**src/rtl/edge_pkg.sv**
```systemverilog
// Shared definitions for the pixel source: FSM states, pixel width and the
// channel offsets inside a packed {R,G,B} memory word.
package edge_pkg;

  localparam int PIX_W = 8;
  localparam int RGB_W = 3 * PIX_W;
  localparam int R_OFF = 2 * PIX_W;
  localparam int G_OFF = PIX_W;
  localparam int B_OFF = 0;

  typedef enum logic [2:0] {
    IDLE,
    STREAM,
    DRAIN,
    FLUSH,
    DONE
  } state_t;

endpackage

```
**src/rtl/raster_counter.sv**
```systemverilog
// Raster-order x/y counter with end-of-line and end-of-frame detection.
// x wraps at W-1, at which point y advances (and wraps at H-1).
module raster_counter #(
  parameter int W  = 640,
  parameter int H  = 480,
  parameter int XW = 10,
  parameter int YW = 9
) (
  input  logic          clk,
  input  logic          rst_n,
  input  logic          clr,
  input  logic          adv,
  output logic [XW-1:0] x,
  output logic [YW-1:0] y,
  output logic          x_last,
  output logic          frame_last
);

  logic y_last;

  assign x_last     = (x == XW'(W - 1));
  assign y_last     = (y == YW'(H - 1));
  assign frame_last = x_last && y_last;

  // Position update: clear on frame start, step one pixel per advance.
  always_ff @(posedge clk or negedge rst_n) begin
    if (!rst_n) begin
      x <= '0;
      y <= '0;
    end else if (clr) begin
      x <= '0;
      y <= '0;
    end else if (adv) begin
      if (x_last) begin
        x <= '0;
        y <= y_last ? '0 : y + 1'b1;
      end else begin
        x <= x + 1'b1;
      end
    end
  end

endmodule

```
**src/rtl/pixel_stream_source.sv**
```systemverilog
// Frame-memory reader that streams one frame of RGB pixels in raster order,
// then (with PIXEL_STREAM_FLUSH_EN defined) appends FLUSH_CNT zero pixels to
// drain downstream line buffers. Read data returns one cycle after mem_rd and
// is forwarded combinationally alongside the registered write strobe.
module pixel_stream_source
  import edge_pkg::*;
#(
  parameter int IMG_WIDTH  = 640,
  parameter int IMG_HEIGHT = 480,
  parameter int ADDR_W     = 19,
  parameter int BASE_ADDR  = 0,
  parameter int FLUSH_CNT  = 4 * IMG_WIDTH + 4
) (
  input  logic              clk,
  input  logic              rst_n,
  input  logic              start,
  input  logic              pause,
  output logic              mem_rd,
  output logic [ADDR_W-1:0] mem_addr,
  input  logic [RGB_W-1:0]  mem_rdata,
  output logic              write,
  output logic [PIX_W-1:0]  out_r,
  output logic [PIX_W-1:0]  out_g,
  output logic [PIX_W-1:0]  out_b,
  output logic              sof,
  output logic              eol,
  output logic              busy,
  output logic              done
);

  localparam int XW = $clog2(IMG_WIDTH);
  localparam int YW = (IMG_HEIGHT > 1) ? $clog2(IMG_HEIGHT) : 1;

  if (IMG_WIDTH < 2)  begin : g_chk_w $error("IMG_WIDTH must be >= 2");  end
  if (IMG_HEIGHT < 1) begin : g_chk_h $error("IMG_HEIGHT must be >= 1"); end
  if (FLUSH_CNT < 0)  begin : g_chk_f $error("FLUSH_CNT must be >= 0");  end

  state_t        state;
  logic [XW-1:0] x;
  logic [YW-1:0] y;
  logic          x_last, frame_last;
  logic          rd_d, sof_d, eol_d;
  logic          flush_wr;

  assign mem_rd = (state == STREAM) && !pause;

  raster_counter #(
    .W (IMG_WIDTH),
    .H (IMG_HEIGHT),
    .XW(XW),
    .YW(YW)
  ) u_raster (
    .clk       (clk),
    .rst_n     (rst_n),
    .clr       ((state == IDLE) && start),
    .adv       (mem_rd),
    .x         (x),
    .y         (y),
    .x_last    (x_last),
    .frame_last(frame_last)
  );

`ifdef PIXEL_STREAM_FLUSH_EN
  localparam int FCW = $clog2(FLUSH_CNT + 2);
  logic [FCW-1:0] fcnt;

  assign flush_wr = (state == FLUSH) && !pause;

  // Frame sequencing with flush tail; busy/done registered with the state.
  always_ff @(posedge clk or negedge rst_n) begin
    if (!rst_n) begin
      state    <= IDLE;
      mem_addr <= '0;
      busy     <= 1'b0;
      done     <= 1'b0;
      fcnt     <= '0;
    end else begin
      case (state)
        IDLE: begin
          done <= 1'b0;
          if (start) begin
            mem_addr <= ADDR_W'(BASE_ADDR);
            busy     <= 1'b1;
            state    <= STREAM;
          end
        end
        STREAM: if (!pause) begin
          mem_addr <= mem_addr + 1'b1;
          if (frame_last) state <= DRAIN;
        end
        DRAIN: begin
          if (FLUSH_CNT > 0) begin
            fcnt  <= FCW'(FLUSH_CNT);
            state <= FLUSH;
          end else begin
            busy  <= 1'b0;
            done  <= 1'b1;
            state <= DONE;
          end
        end
        FLUSH: if (!pause) begin
          if (fcnt == FCW'(1)) begin
            busy  <= 1'b0;
            done  <= 1'b1;
            state <= DONE;
          end
          fcnt <= fcnt - 1'b1;
        end
        DONE: begin
          done  <= 1'b0;
          state <= IDLE;
        end
        default: state <= IDLE;
      endcase
    end
  end
`else
  assign flush_wr = 1'b0;

  // Frame sequencing without flush tail; busy/done registered with the state.
  always_ff @(posedge clk or negedge rst_n) begin
    if (!rst_n) begin
      state    <= IDLE;
      mem_addr <= '0;
      busy     <= 1'b0;
      done     <= 1'b0;
    end else begin
      case (state)
        IDLE: begin
          done <= 1'b0;
          if (start) begin
            mem_addr <= ADDR_W'(BASE_ADDR);
            busy     <= 1'b1;
            state    <= STREAM;
          end
        end
        STREAM: if (!pause) begin
          mem_addr <= mem_addr + 1'b1;
          if (frame_last) state <= DRAIN;
        end
        DRAIN: begin
          busy  <= 1'b0;
          done  <= 1'b1;
          state <= DONE;
        end
        DONE: begin
          done  <= 1'b0;
          state <= IDLE;
        end
        default: state <= IDLE;
      endcase
    end
  end
`endif

  // Read-return pipeline: write and frame markers follow mem_rd by one cycle;
  // reset drops any read in flight.
  always_ff @(posedge clk or negedge rst_n) begin
    if (!rst_n) begin
      rd_d  <= 1'b0;
      sof_d <= 1'b0;
      eol_d <= 1'b0;
    end else begin
      rd_d  <= mem_rd;
      sof_d <= mem_rd && (x == '0) && (y == '0);
      eol_d <= mem_rd && x_last;
    end
  end

  // Flush pixels carry zero channels and no markers.
  assign write = rd_d | flush_wr;
  assign out_r = rd_d ? mem_rdata[R_OFF +: PIX_W] : '0;
  assign out_g = rd_d ? mem_rdata[G_OFF +: PIX_W] : '0;
  assign out_b = rd_d ? mem_rdata[B_OFF +: PIX_W] : '0;
  assign sof   = sof_d;
  assign eol   = eol_d;

endmodule
```
**config.mk**
```make
export PLATFORM = sky130hd
export DESIGN_NAME = pixel_stream_source
export DESIGN_NICKNAME = d
export VERILOG_FILES = /design/src/rtl/edge_pkg.sv /design/src/rtl/raster_counter.sv /design/src/rtl/pixel_stream_source.sv
export SDC_FILE = /design/constraint.sdc
export NUM_CORES = 1
export LEC_CHECK = 0
export CAP_MARGIN = 25
export CORE_ASPECT_RATIO = 0.6
export CORE_MARGIN = 4
export CORE_UTILIZATION = 48
export CTS_BUF_LIST = sky130_fd_sc_hd__clkbuf_8
export DETAILED_ROUTE_END_ITERATION = 16
export PLACE_DENSITY_LB_ADDON = 0.05
export SKIP_CTS_REPAIR_TIMING = 1
export SYNTH_ARGS = -nofsm -noshare
export SYNTH_HDL_FRONTEND = slang
export SYNTH_SLANG_ARGS = --single-unit
```
**constraint.sdc**
```tcl
create_clock -name clk -period 2.12 [get_ports clk]
set_input_delay 0.212 -clock clk [delete_from_list [all_inputs] [get_ports clk]]
set_output_delay 0.212 -clock clk [all_outputs]
set_load 0.005 [all_outputs]
```
==> impl_metrics.toml <==
[route]
wirelength_um = 6718
drc_errors = 0
dr_total_vias = 2361
detail_route.wl_per_cell_um = 15.77
firstDrtPassIters = 4
viasPerCell = 5.542
postRouteAntennaNets = 0
drt_iter0_markers = 131

[setup_path]
path_cells = "nor4b_4, o211ai_1, or4_1, a21oi_1"
rr_worst_depth = 4
reg2reg_from = "state[1]"
path_max_fanout = 7
path_class = "reg2reg"
critPathMaxStageDelay_ns = 0.58
end_kind = "flop"
reg2reg_slack_ns = 0.15
worstSetupEndpoint = "mem_addr[14]"
worstPathArrival_ns = 2.21
critPathLaunchType = "flop"
reg2reg_to = "mem_addr[14]"
required_ns = 2.36
startpoint = "state[1]"
crit_slowest_cell = "or4_1"

[die]
die-width_um = 101.1
die_y_um = 63.87
io_pins = 77
fp-row-count = 20
initial_core_util_pct = 49.41
dieArea_um2 = 6459
core_um2 = 5055

[yosys]
syn_avg_cell_area_um2 = 9.354
ys_seq_elements = 46
synthAdderAreaFrac_pct = 2.505
synth_top_cells_by_area = "dfrtp_1 (46%), and2_1 (6.8%), a21oi_1 (4.2%)"
syn_nets = 300
synth_ff_type = "dfrtp_1"
ys_seq_area_share_pct = 46.09
synth_cell_types = 37
yosysTopAreaCellShare_pct = 46.09
yosys.area.top_type = "dfrtp_1"
yosysWarningCount = 0
syn_inst = 267
synthMuxAreaShare_pct = 0.8517
synth_edf_count = 0
synth_top_family_by_area = "simple AND/OR/NAND/NOR gates"
syn_area_um2 = 2497
async_flop_share_pct = 100.0
synth_compound_area_share_pct = 12.47
yosys.area_share.simple_pct = 30.96
synthXorXnorAreaFrac_pct = 3.858

[final_layout]
areaGrowthSynthToFinish_pct = 42.79
final_util_pct = 70.54
drive_gt1_share_pct = 10.56
diodes = 0
fin_area_um2 = 3566
fin_nets = 392

[power_and_ir_drop]
power_mw = 2.236
power_leakage_nw = 1.483
power_density_nw_per_um2 = 627.0
ir_drop_v = 0.0004360

[place]
dpl.hpwl_um = 5030
gp_congestion = 0.7833
port_buffers = 76
placed_cell_area_um2 = 3441

[clock_tree]
h-tree-depth = 2
clock_latency_ns = 0.31
cts.path.max_buffers = 2
cts_tree = "built"
cts_buffers = 5
root_buffer = "clkbuf_8"
cts_sinks = 46
clk_transition_reported_paths_ns = 0.09

[timing]
setup-tns-final_ns = 0
slew_headroom_pct = 41.72
setup_viol = 0
hold_viol = 2
fmax_mhz = 507.4
period_minus_slack_ns = 1.971
finClkSkew_ns = 0.01139
whs_ns = -0.003501
maxSlewViolCount = 0
post-route-period-util_pct = 92.96
worst_pin_slew_ns = 0.8741

[grt]
grt-ovfl-total = 0
grt_antenna_before_repair = 0
grt_use_total_pct = 21.47
grt_pass1_vias = 2190
grt_pass1_wl_um = 11140
grt_max_degree = 39

[status]
failed_checks = "negative hold slack"
outcome = "finished, violations left"

[run]
drv_cap = 0

[hold_path]
holdCritPathClass = "in2async"
==> worst max-delay path: cells and delay by family, from the launching register on <==
| family | cells | cell delay [ns] |
|---|---|---|
| AOI/OAI and AO/OA | 2 | 0.44 |
| DFF | 1 | 0.47 |
| and+or+nand+nor | 2 | 0.99 |
==> cell families (layout without fill, tap and decap cells) <==
group | count (synthesis) | in the layout
compound gates | 54 | 54
xor+xnor | 11 | 11
fa+ha+maj | 5 | 5
buf+inv | 20 | 113
flops | 46 | 46
mux | 2 | 2
simple gates | 129 | 129
==> final cells by class <==
| type | instances | area, um^2 |
|---|---|---|
| fill | 394 | 1489 |
| timing repair buffer | 99 | 943.4 |
| inverter | 6 | 22.52 |
| tap | 66 | 82.58 |
| multi-input combinational | 201 | 1274 |
| clock inverter | 3 | 21.27 |
| clock buffer | 5 | 68.82 |
| sequential | 46 | 1154 |
==> power by group <==
part           leakage, nW  switching (mW)  internal (mW)
combinational        0.835           0.232          0.329
sequential           0.604           0.143          0.989
clock               0.0441           0.311          0.232
total                 1.48           0.686           1.55
==> registers in the layout (all words and copies together) (netlist names) <==
name,flops
busy,1
done,1
eol,1
state,3
u_raster.x,10
write,1
sof,1
u_raster.y,9
mem_addr,19
==> worst min-delay path by stage <==
stage | from | to | slack [ns] | cells past startpoint
floorplan | rst_n | busy | -0.08 | 0
global placement | rst_n | mem_addr[15] | 0.37 | 1
detailed placement | rst_n | mem_addr[15] | 0.37 | 1
CTS | rst_n | mem_addr[15] | 0.04 | 1
global route | rst_n | mem_addr[15] | 0.07 | 1
finish | rst_n | mem_addr[15] | -0.004 | 1
==> metrics by stage <==
stage | cells | hold slack [ns] | setup WS [ns]
after CTS | 422 | 0.03514 | -0.1016
after global placement | 414 | 0.3654 | -0.01661
after detailed placement | 414 | 0.3685 | -0.1181
after global routing | 426 | 0.07045 | -0.002255
after floorplan | 267 | -0.08359 | 0.3049
final | 426 | -0.003501 | 0.1492
==> routing by layer <==
metal  vias up  track usage, %  part of all wire, %
met5         -               0                    0
li1       1166               -                    -
met3         5           5.344                  7.0
met1      1124           31.90                   49
met2        66           32.17                   43
met4         0           3.483                 0.40
==> cells in the mapped netlist (2+ instances only) <==
cell type   n
dfrtp_1    46
and2_1     27
a21oi_1    21
nor2_1     19
o21ai_0    19
nand2_1    17
nand3_1    14
nand4_1    11
or3_1      11
clkbuf_1   10
xor2_1     10
or4_1       8
inv_1       6
o31ai_1     6
and4_1      5
ha_1        5
and3_1      4
nor4_1      3
o2111ai_1   3
o211ai_1    3
buf_2       2
nand4b_1    2
==> cells in the final DEF, fill, tap and decap left out, types with 2 or more instances in the layout <==
cell type         n
and3_1            4
or3_1            11
buf_4            22
ha_1              5
clkdlybuf4s50_1  74
nor4b_4           2
and2_1           27
nor2_1           19
nand3_1          14
o31ai_1           6
xor2_1           10
and4_1            5
nand4b_1          2
nand2_1          17
o21ai_0          19
o2111ai_1         3
nand4_1          11
or4_1             8
dfrtp_2           2
a21oi_1          21
inv_1             6
dfrtp_1          44
o211ai_1          3
clkbuf_8          5
nor4_1            3
Note: power is estimated with default switching activity, not from simulation.
